==> config.mk <==
export PLATFORM = sky130hd
export DESIGN_NAME = usb_spi_master_flat
export DESIGN_NICKNAME = d
export VERILOG_FILES = /design/src/rtl/usb_spi_master_if.sv /design/src/rtl/usb_spi_master.sv /design/src/flat_wrapper.sv
export SDC_FILE = /design/constraint.sdc
export NUM_CORES = 1
export LEC_CHECK = 0
export ABC_AREA = 0
export BUFFER_PORTS_ARGS = -buffer_cell sky130_fd_sc_hd__buf_2
export CAP_MARGIN = 25
export CORE_MARGIN = 4
export CORE_UTILIZATION = 53
export CTS_BUF_LIST = sky130_fd_sc_hd__clkbuf_8 sky130_fd_sc_hd__clkbuf_16
export DETAILED_ROUTE_END_ITERATION = 8
export GPL_TIMING_DRIVEN = 0
export PLACE_DENSITY = 0.79
export SKIP_LAST_GASP = 1
export SLEW_MARGIN = 30
export SYNTH_ARGS = -nofsm -noshare
export SYNTH_HDL_FRONTEND = slang
export SYNTH_SLANG_ARGS = --single-unit
==> constraint.sdc <==
create_clock -name clk -period 2.3 [get_ports clk]
set_input_delay 0.23 -clock clk [delete_from_list [all_inputs] [get_ports clk]]
set_output_delay 0.23 -clock clk [all_outputs]
set_load 0.005 [all_outputs]
==> src/rtl/usb_spi_master_if.sv <==
// Avalon-MM slave bus bundle for the USB SPI master: word-addressed registers,
// active-low strobes, registered read data and the transfer-done interrupt.
interface usb_spi_master_if;
  logic [1:0]  address;
  logic        chipselect;
  logic        read_n;
  logic        write_n;
  logic [31:0] writedata;
  logic [31:0] readdata;
  logic        irq;

  modport master (
    output address, chipselect, read_n, write_n, writedata,
    input  readdata, irq
  );

  modport slave (
    input  address, chipselect, read_n, write_n, writedata,
    output readdata, irq
  );
endinterface

==> src/rtl/usb_spi_master.sv <==
// Avalon-MM controlled SPI mode-0 byte master for an external USB controller:
// programmable SCK divider, software chip select, done interrupt.
module usb_spi_master (
  input  logic            clk,
  input  logic            reset_n,
  usb_spi_master_if.slave bus,
  output logic            usb_sck,
  output logic            usb_sdi,
  output logic            usb_scs_n,
  input  logic            usb_sdo
);

  typedef enum logic [1:0] {
    ST_IDLE = 2'd0,
    ST_LOW  = 2'd1,
    ST_HIGH = 2'd2
  } state_t;

  state_t      state_r, state_s;
  logic [7:0]  div_r, hp_cnt_r, hp_cnt_s;
  logic [7:0]  shift_r, shift_s, rx_byte_r, rx_byte_s;
  logic [2:0]  bit_cnt_r, bit_cnt_s;
  logic        sck_r, sck_s, sdi_r, sdi_s, busy_r, busy_s;
  logic        cs_en_r, irq_en_r, rx_valid_r, overrun_r, done_r, irq_r;
  logic        sdo_meta_r, sdo_sync_r;
  logic [31:0] readdata_r, rd_mux_s;
  logic        wr_s, rd_s, data_wr_s, data_rd_s, status_wr_s, ctrl_wr_s, done_wr_s;
  logic        complete_s, overrun_evt_s;

  assign wr_s          = bus.chipselect & ~bus.write_n;
  assign rd_s          = bus.chipselect & ~bus.read_n;
  assign data_wr_s     = wr_s & (bus.address == 2'd0);
  assign data_rd_s     = rd_s & (bus.address == 2'd0);
  assign status_wr_s   = wr_s & (bus.address == 2'd1);
  assign ctrl_wr_s     = wr_s & (bus.address == 2'd2);
  assign done_wr_s     = wr_s & (bus.address == 2'd3);
  assign overrun_evt_s = data_wr_s & busy_r;

  // Next-state logic: TX bits leave from shift_r[7], RX bits enter at shift_r[0]
  always_comb begin
    state_s    = state_r;
    hp_cnt_s   = hp_cnt_r;
    bit_cnt_s  = bit_cnt_r;
    shift_s    = shift_r;
    rx_byte_s  = rx_byte_r;
    sck_s      = sck_r;
    sdi_s      = sdi_r;
    busy_s     = busy_r;
    complete_s = 1'b0;
    case (state_r)
      ST_IDLE: begin
        sck_s = 1'b0;
        if (data_wr_s) begin
          state_s   = ST_LOW;
          shift_s   = bus.writedata[7:0];
          sdi_s     = bus.writedata[7];
          bit_cnt_s = 3'd7;
          hp_cnt_s  = div_r;
          busy_s    = 1'b1;
        end else begin
          busy_s = 1'b0;
        end
      end
      ST_LOW: begin
        if (hp_cnt_r == 8'd0) begin
          state_s  = ST_HIGH;
          sck_s    = 1'b1;
          hp_cnt_s = div_r;
        end else begin
          hp_cnt_s = hp_cnt_r - 8'd1;
        end
      end
      ST_HIGH: begin
        if (hp_cnt_r == 8'd0) begin
          shift_s  = {shift_r[6:0], sdo_sync_r};
          hp_cnt_s = div_r;
          sck_s    = 1'b0;
          if (bit_cnt_r == 3'd0) begin
            state_s    = ST_IDLE;
            busy_s     = 1'b0;
            rx_byte_s  = {shift_r[6:0], sdo_sync_r};
            complete_s = 1'b1;
          end else begin
            state_s   = ST_LOW;
            bit_cnt_s = bit_cnt_r - 3'd1;
            sdi_s     = shift_r[6];
          end
        end else begin
          hp_cnt_s = hp_cnt_r - 8'd1;
        end
      end
      default: begin
        state_s = ST_IDLE;
        sck_s   = 1'b0;
        busy_s  = 1'b0;
      end
    endcase
  end

  // Register read-back multiplexer; unused bits are zero
  always_comb begin
    rd_mux_s = 32'd0;
    case (bus.address)
      2'd0:    rd_mux_s = {24'd0, rx_byte_r};
      2'd1:    rd_mux_s = {29'd0, overrun_r, rx_valid_r, busy_r};
      2'd2:    rd_mux_s = {16'd0, div_r, 6'd0, irq_en_r, cs_en_r};
      2'd3:    rd_mux_s = {31'd0, done_r};
      default: rd_mux_s = 32'd0;
    endcase
  end

  // Two-flop synchronizer for the asynchronous MISO line
  always_ff @(posedge clk or negedge reset_n) begin
    if (!reset_n) begin
      sdo_meta_r <= 1'b0;
      sdo_sync_r <= 1'b0;
    end else begin
      sdo_meta_r <= usb_sdo;
      sdo_sync_r <= sdo_meta_r;
    end
  end

  // FSM state, datapath and sticky flags; flag set always beats a clear
  always_ff @(posedge clk or negedge reset_n) begin
    if (!reset_n) begin
      state_r    <= ST_IDLE;
      hp_cnt_r   <= 8'd0;
      bit_cnt_r  <= 3'd0;
      shift_r    <= 8'd0;
      rx_byte_r  <= 8'd0;
      sck_r      <= 1'b0;
      sdi_r      <= 1'b0;
      busy_r     <= 1'b0;
      cs_en_r    <= 1'b0;
      irq_en_r   <= 1'b0;
      div_r      <= 8'd4;
      rx_valid_r <= 1'b0;
      overrun_r  <= 1'b0;
      done_r     <= 1'b0;
      irq_r      <= 1'b0;
      readdata_r <= 32'd0;
    end else begin
      state_r    <= state_s;
      hp_cnt_r   <= hp_cnt_s;
      bit_cnt_r  <= bit_cnt_s;
      shift_r    <= shift_s;
      rx_byte_r  <= rx_byte_s;
      sck_r      <= sck_s;
      sdi_r      <= sdi_s;
      busy_r     <= busy_s;
      if (ctrl_wr_s) begin
        cs_en_r  <= bus.writedata[0];
        irq_en_r <= bus.writedata[1];
        div_r    <= bus.writedata[15:8];
      end
      rx_valid_r <= complete_s | (rx_valid_r & ~data_rd_s);
      overrun_r  <= overrun_evt_s | (overrun_r & ~status_wr_s);
      done_r     <= complete_s | (done_r & ~done_wr_s);
      irq_r      <= done_r & irq_en_r;
      readdata_r <= rd_mux_s;
    end
  end

  assign bus.readdata = readdata_r;
  assign bus.irq      = irq_r;
  assign usb_sck      = sck_r;
  assign usb_sdi      = sdi_r;
  assign usb_scs_n    = ~cs_en_r;

endmodule

==> src/flat_wrapper.sv <==
// flat-port wrapper written by rule: the top's interface ports become plain ports
module usb_spi_master_flat 
  (clk, reset_n, usb_sck, usb_sdi, usb_scs_n, usb_sdo, bus_address, bus_chipselect, bus_read_n, bus_write_n, bus_writedata, bus_readdata, bus_irq);
  usb_spi_master_if bus_i ();
  input  logic clk;
  input  logic reset_n;
  output logic usb_sck;
  output logic usb_sdi;
  output logic usb_scs_n;
  input  logic usb_sdo;
  input wire logic [$bits(bus_i.address)-1:0] bus_address;
  input wire logic [$bits(bus_i.chipselect)-1:0] bus_chipselect;
  input wire logic [$bits(bus_i.read_n)-1:0] bus_read_n;
  input wire logic [$bits(bus_i.write_n)-1:0] bus_write_n;
  input wire logic [$bits(bus_i.writedata)-1:0] bus_writedata;
  output wire logic [$bits(bus_i.readdata)-1:0] bus_readdata;
  output wire logic [$bits(bus_i.irq)-1:0] bus_irq;
  assign bus_i.address = bus_address;
  assign bus_i.chipselect = bus_chipselect;
  assign bus_i.read_n = bus_read_n;
  assign bus_i.write_n = bus_write_n;
  assign bus_i.writedata = bus_writedata;
  assign bus_readdata = bus_i.readdata;
  assign bus_irq = bus_i.irq;
  usb_spi_master u_core (.clk(clk), .reset_n(reset_n), .bus(bus_i), .usb_sck(usb_sck), .usb_sdi(usb_sdi), .usb_scs_n(usb_scs_n), .usb_sdo(usb_sdo));
endmodule
[Word-level counts from Yosys, hierarchy flattened]
Index checks and enable logic that the tools add are counted.
Storage, ports and cells
  register bits: 79
  bits of input ports: 40
  output and inout bits: 36
Operators by class
  add/sub/neg operators: 2
  equality and inequality tests: 10
  mux-type cells: 30
  bitwise gates (word level): 22
  reductions and logical operators: 14
Operator list (count)
  32-bit one-hot mux with 4 select lines: 1
  8-bit 2-to-1 mux: 2
  8-bit one-hot mux with 2 select lines: 1
  7-bit 2-to-1 mux: 2
  7-bit one-hot mux with 2 select lines: 1
  1-bit AND: 12
  1-bit 2-to-1 mux: 12
  3-bit AND reduction: 4
  3-bit 2-to-1 mux: 3
  8-bit logical NOT: 1
  2-bit by 1-bit inequality test with 1-bit output (second input constant): 4
  8-bit by 1-bit subtractor with 8-bit output (second input constant): 1
  1-bit NOT: 7
  2-bit == test (second input constant): 3
  2-bit 2-to-1 mux: 3
  2-bit one-hot mux with 3 select lines: 1
  3-bit one-hot mux with 2 select lines: 1
  2-bit by 1-bit == test with 1-bit output (second input constant): 2
  2-bit logical NOT: 2
  1-bit one-hot mux with 2 select lines: 2
  2-bit AND reduction: 2
  4-bit AND reduction: 1
  2-bit nonzero test: 2
  3-bit logical NOT: 1
  5 further kinds: 7

[Depth between registers and ports, before layout]
  depth after elaboration: 6
  gate-level depth with buffers: 7

[Worst setup path after synthesis]
Ideal clock, no wire load.
  kind: reg2reg
  start: register u_core.state_r[0]
  end: register u_core.shift_r[4]
  arrival: 1.692 ns
  path slack: 0.484 ns
  cell stages (with the launch flop): 7
  buffers on the path: 2
  period minus slack after synthesis: 1.816 ns
  cell sequence: dfrtp_1 -> inv_1 -> ha_1 -> clkbuf_1 -> buf_2 -> mux2_2 -> mux2_2
On the way
  word-level cells in the longest chain between the ends: 3
  elaborated cells on any way between the ends: 7
  those cells by class: 3 x eq/ne; 1 x mux; 3 x reduce/logical
RTL lines
  start: declaration: RTL line usb_spi_master.sv:19  | state_t state_r, state_s;
  start signal: assignment: RTL line usb_spi_master.sv:143  | state_r <= state_s;
  2-bit == test / 2-bit logical NOT (equally long branches): RTL line usb_spi_master.sv:50  | case (state_r)
  2-bit by 1-bit inequality test with 1-bit output (no source line) / 2-bit nonzero test (equally long branches)
  3-bit AND reduction (no source line)
  end signal: assignment: RTL line usb_spi_master.sv:146  | shift_r <= shift_s;
  end: declaration: RTL line usb_spi_master.sv:21  | logic [7:0] shift_r, shift_s, rx_byte_r, rx_byte_s;
Parallel ways exist; a longest one is shown, timed or not.
A chain may end at the register's enable or synchronous reset.

[Worst setup path in the final report]
Ends and elaborated chain as after synthesis.

==> summary.md <==
| Metric | Value |
|---|---|
| Chip Width | `84.8 µm` |
| Core area | `5610 µm²` |
| Combinational share of power | `roughly 30%` |
| Fin crit share | `between 90% and 100%` |
| Most instantiated cells after synthesis | `dfrtp_1 (62), mux2_2 (25), buf_4 (17), nor2_1 (16), and2_1 (15)` |
| Syn Inst Count | `about 260` |
| HPWL after DPL | `4.15 mm` |
| Die Y | `84.8 µm` |
| First-pass GRT wire length | `9.86 mm` |
| Post-synth EDFFs | `0` |
| Post-Syn Area | `between 3000 and 4000 µm²` |
| Worst setup SP type | `register` |
| Mean Syn Cell Area | `12.0 µm²` |
| Unique cell type count in the Yosys netlist | `46` |
| Via density | `5.19` |
| Yosys Warn Count | `0` |
| Clk Latency, worst-skew pair | `340 ps` |
| Pint | `0.00263 W` |
| Status | `complete, no violations` |
| Synth async-reset ratio | `100%` |
| Req. time, crit path | `2520 ps` |
| Final nets | `378` |
| # IOs | `76` |
| Number of DRC markers in iteration 0 | `142` |
| Worst min path class | `in2reg` |
| Skew final | `roughly 11 ps` |
| Max cap viols | `0` |
| H-tree Lvls | `3` |
| Drt wl/cell | `about 14 µm` |
| Port bufs | `41` |
| Final Hold Fails | `0` |
| Post-Route WL | `5.82 mm` |
| Crit end category | `register` |
| Row cnt | `27` |
| CTS buffer count | `9` |
| Post-synth top area share | `approximately half` |
| Clock transition at the registers of the reported paths | `70 ps` |
| Ys flop type | `dfrtp_1` |
| Longest Clk Path Bufs | `2` |
| Top-count cell post-synth | `dfrtp_1` |
| Routability cong. | `0.864` |
| Switch Pwr | `0.00122 W` |
| Final setup TNS | `0 ps` |
| Via count | `2114` |
| Area grow syn2layout | `19.7%` |
| Critical path class | `reg2reg` |
| Synthesized flop and latch total | `63` |
| Synth top area cells | `dfrtp_1 (50%), mux2_2 (9.0%), buf_4 (4.1%)` |
| Crit path DAT | `approximately 2300 ps` |
| DP Cell Count | `389` |
| Total global routing overflow | `0` |
| Clock share of power | `between 20 and 30%` |
| Max-slew violations | `0` |
| Total Power | `0.00385 W` |
| Endpoints failing setup | `0` |
| Largest net degree at the start of global routing | `64` |
| Setup ws final | `228 ps` |
| Non-Filler Instances | `about 410` |
| Die area | `7200 µm²` |
| Period minus WS final | `2070 ps` |
| Leak | `1.86 nW` |
| Area after DPL | `between 3000 and 4000 µm²` |
| Layout cells sized above 1 | `37.6%` |
| Seq pwr share | `40.2%` |
| Peak supply drop | `474 µV` |
| F_max | `483 MHz` |
| Number of routed nets with antenna violations | `0` |
| Worst slack at placement | `219 ps` |
| CTS tree | `yes` |
| DR DRC count | `0` |
| CP Max Fanout | `10` |
| Gr usage total | `17.4%` |
| Vias in the first global route | `2127` |
| Slew headroom | `between 40% and 50%` |
| Antenna fix cells | `0` |
| Sw frac | `31.7%` |
| Post-CTS sizing | `0` |
| Dominant cell type by area after synthesis | `dfrtp_1` |
| Slew @ Worst Pin | `roughly 770 ps` |
| CTS Sinks | `63` |
| Initial core utilization | `55.8%` |
| Initial antenna violation count | `0` |
| CTS Root Cell | `clkbuf_8` |
| RSZ-0062 raised after global routing | `false` |
| 1st-pass router iterations | `4` |
| Design Area, Final | `3750 µm²` |
| Power Density | `1030 nW/µm²` |
| Sequential fraction of the synthesis area | `approximately 50%` |
cells in the final DEF, fill, tap and decap left out, types with 8 or more instances in the layout:
cell type | netlist | layout
inv_1 | 9 | 10
mux2_2 | 25 | 25
dfrtp_1 | 62 | 62
nand2_1 | 14 | 14
and2_1 | 15 | 15
a21oi_1 | 13 | 13
o21ai_0 | 11 | 11
nor2_1 | 16 | 16
mux2_4 | 8 | 8
buf_4 | 17 | 18
buf_2 | 1 | 41
conb_1 | 1 | 16
ha_1 | 8 | 8
clkbuf_8 | 0 | 13
critical path, cell delays in order, from the launching register on:
cell,delay [ps]
dfrtp_1,410
inv_1,100
ha_1,150
clkbuf_1,360
buf_2,330
mux2_2,360
mux2_2,260
layout make-up:
| cell class | instances | area (µm²) |
|---|---|---|
| Tap cell | 72 | 90.1 |
| Buffer | 25 | 181 |
| Multi-Input combinational cell | 179 | 1390 |
| Fill cell | 425 | 1860 |
| Sequential cell | 63 | 1580 |
| Clock inverter | 3 | 63.8 |
| Timing Repair Buffer | 43 | 228 |
| Clock buffer | 13 | 179 |
| Inverter | 9 | 33.8 |
stage by stage:
step / hold WS, ps / utilization, %
2_1_floorplan: -65.6 / -
3_3_place_gp: 340 / 62.1
3_5_place_dp: 340 / 62.1
4_1_cts: 72.1 / 66.8
5_1_grt: 70.5 / 66.8
6_report: 85.1 / 66.8
cell families (layout without fill, tap and decap cells):
| kind of cell | after synthesis | after routing | share of synthesized area (%) |
|---|---|---|---|
| compound gates | 47 | 47 | 11.4 |
| mux | 36 | 36 | 14.3 |
| flops | 63 | 63 | 50.4 |
| buf+inv | 34 | 93 | 6.88 |
| other cells | 1 | 16 | 0.120 |
| simple gates | 72 | 72 | 13.6 |
| fa+ha+maj | 8 | 8 | 3.20 |
power groups by stage:
stage	Sequential, W	Combinational (W)	Clock [W]
6_report	0.00155	0.00116	0.00114
5_1_grt	0.00158	0.00129	0.00122
4_1_cts	0.00155	0.00116	0.00116
3_5_place_dp	0.00157	0.00116	0
3_3_place_gp	0.00155	0.00111	0
2_1_floorplan	0.00152	0.000914	0
repair_timing:
item,in CTS,in global routing
hold buffers,2,0
endpoints found under the hold margin,63,0
buffers inserted,0,0
routing by layer:
| layer | track usage (%) | vias up | share of wire (%) |
|---|---|---|---|
| met5 | 0 | - | 0 |
| met4 | 9.21 | 0 | 2.2 |
| met2 | 27.0 | 73 | 47 |
| li1 | - | 1021 | - |
| met3 | 4.27 | 11 | 7.5 |
| met1 | 22.6 | 1009 | 43 |
sequential cells by signal (all words and copies together) (netlist names):
register and count:
u_core.done_r 1, u_core.cs_en_r 1, u_core.busy_r 1, u_core.bus.readdata 16
u_core.bit_cnt_r 3, u_core.usb_sck 1, u_core.usb_sdi 1, u_core.rx_valid_r 1
u_core.overrun_r 1, u_core.rx_byte_r 8, u_core.hp_cnt_r 8, u_core.sdo_meta_r 1
u_core.irq_en_r 1, u_core.sdo_sync_r 1, u_core.shift_r 7, u_core.div_r 8
u_core.state_r 2, u_core.bus.irq 1
final timing paths:
check	slack (ps)	endpoint	depth (start not counted)	from
max	230	u_core.shift_r[4]$_DFFE_PN0P_	6	u_core.state_r[0]$_DFFE_PN0P_
min	90	u_core.bus.readdata[2]$_DFF_PN0_	2	bus_address[1]
max reg2reg	230	u_core.shift_r[4]$_DFFE_PN0P_	6	u_core.state_r[0]$_DFFE_PN0P_
min reg2reg	390	u_core.sdo_sync_r$_DFF_PN0_	0	u_core.sdo_meta_r$_DFF_PN0_
max in group asynchronous	1270	u_core.hp_cnt_r[6]$_DFFE_PN0P_	2	reset_n
min in group asynchronous	500	u_core.hp_cnt_r[0]$_DFFE_PN0P_	2	reset_n
No activity file was read; power rests on OpenSTA's default activity.
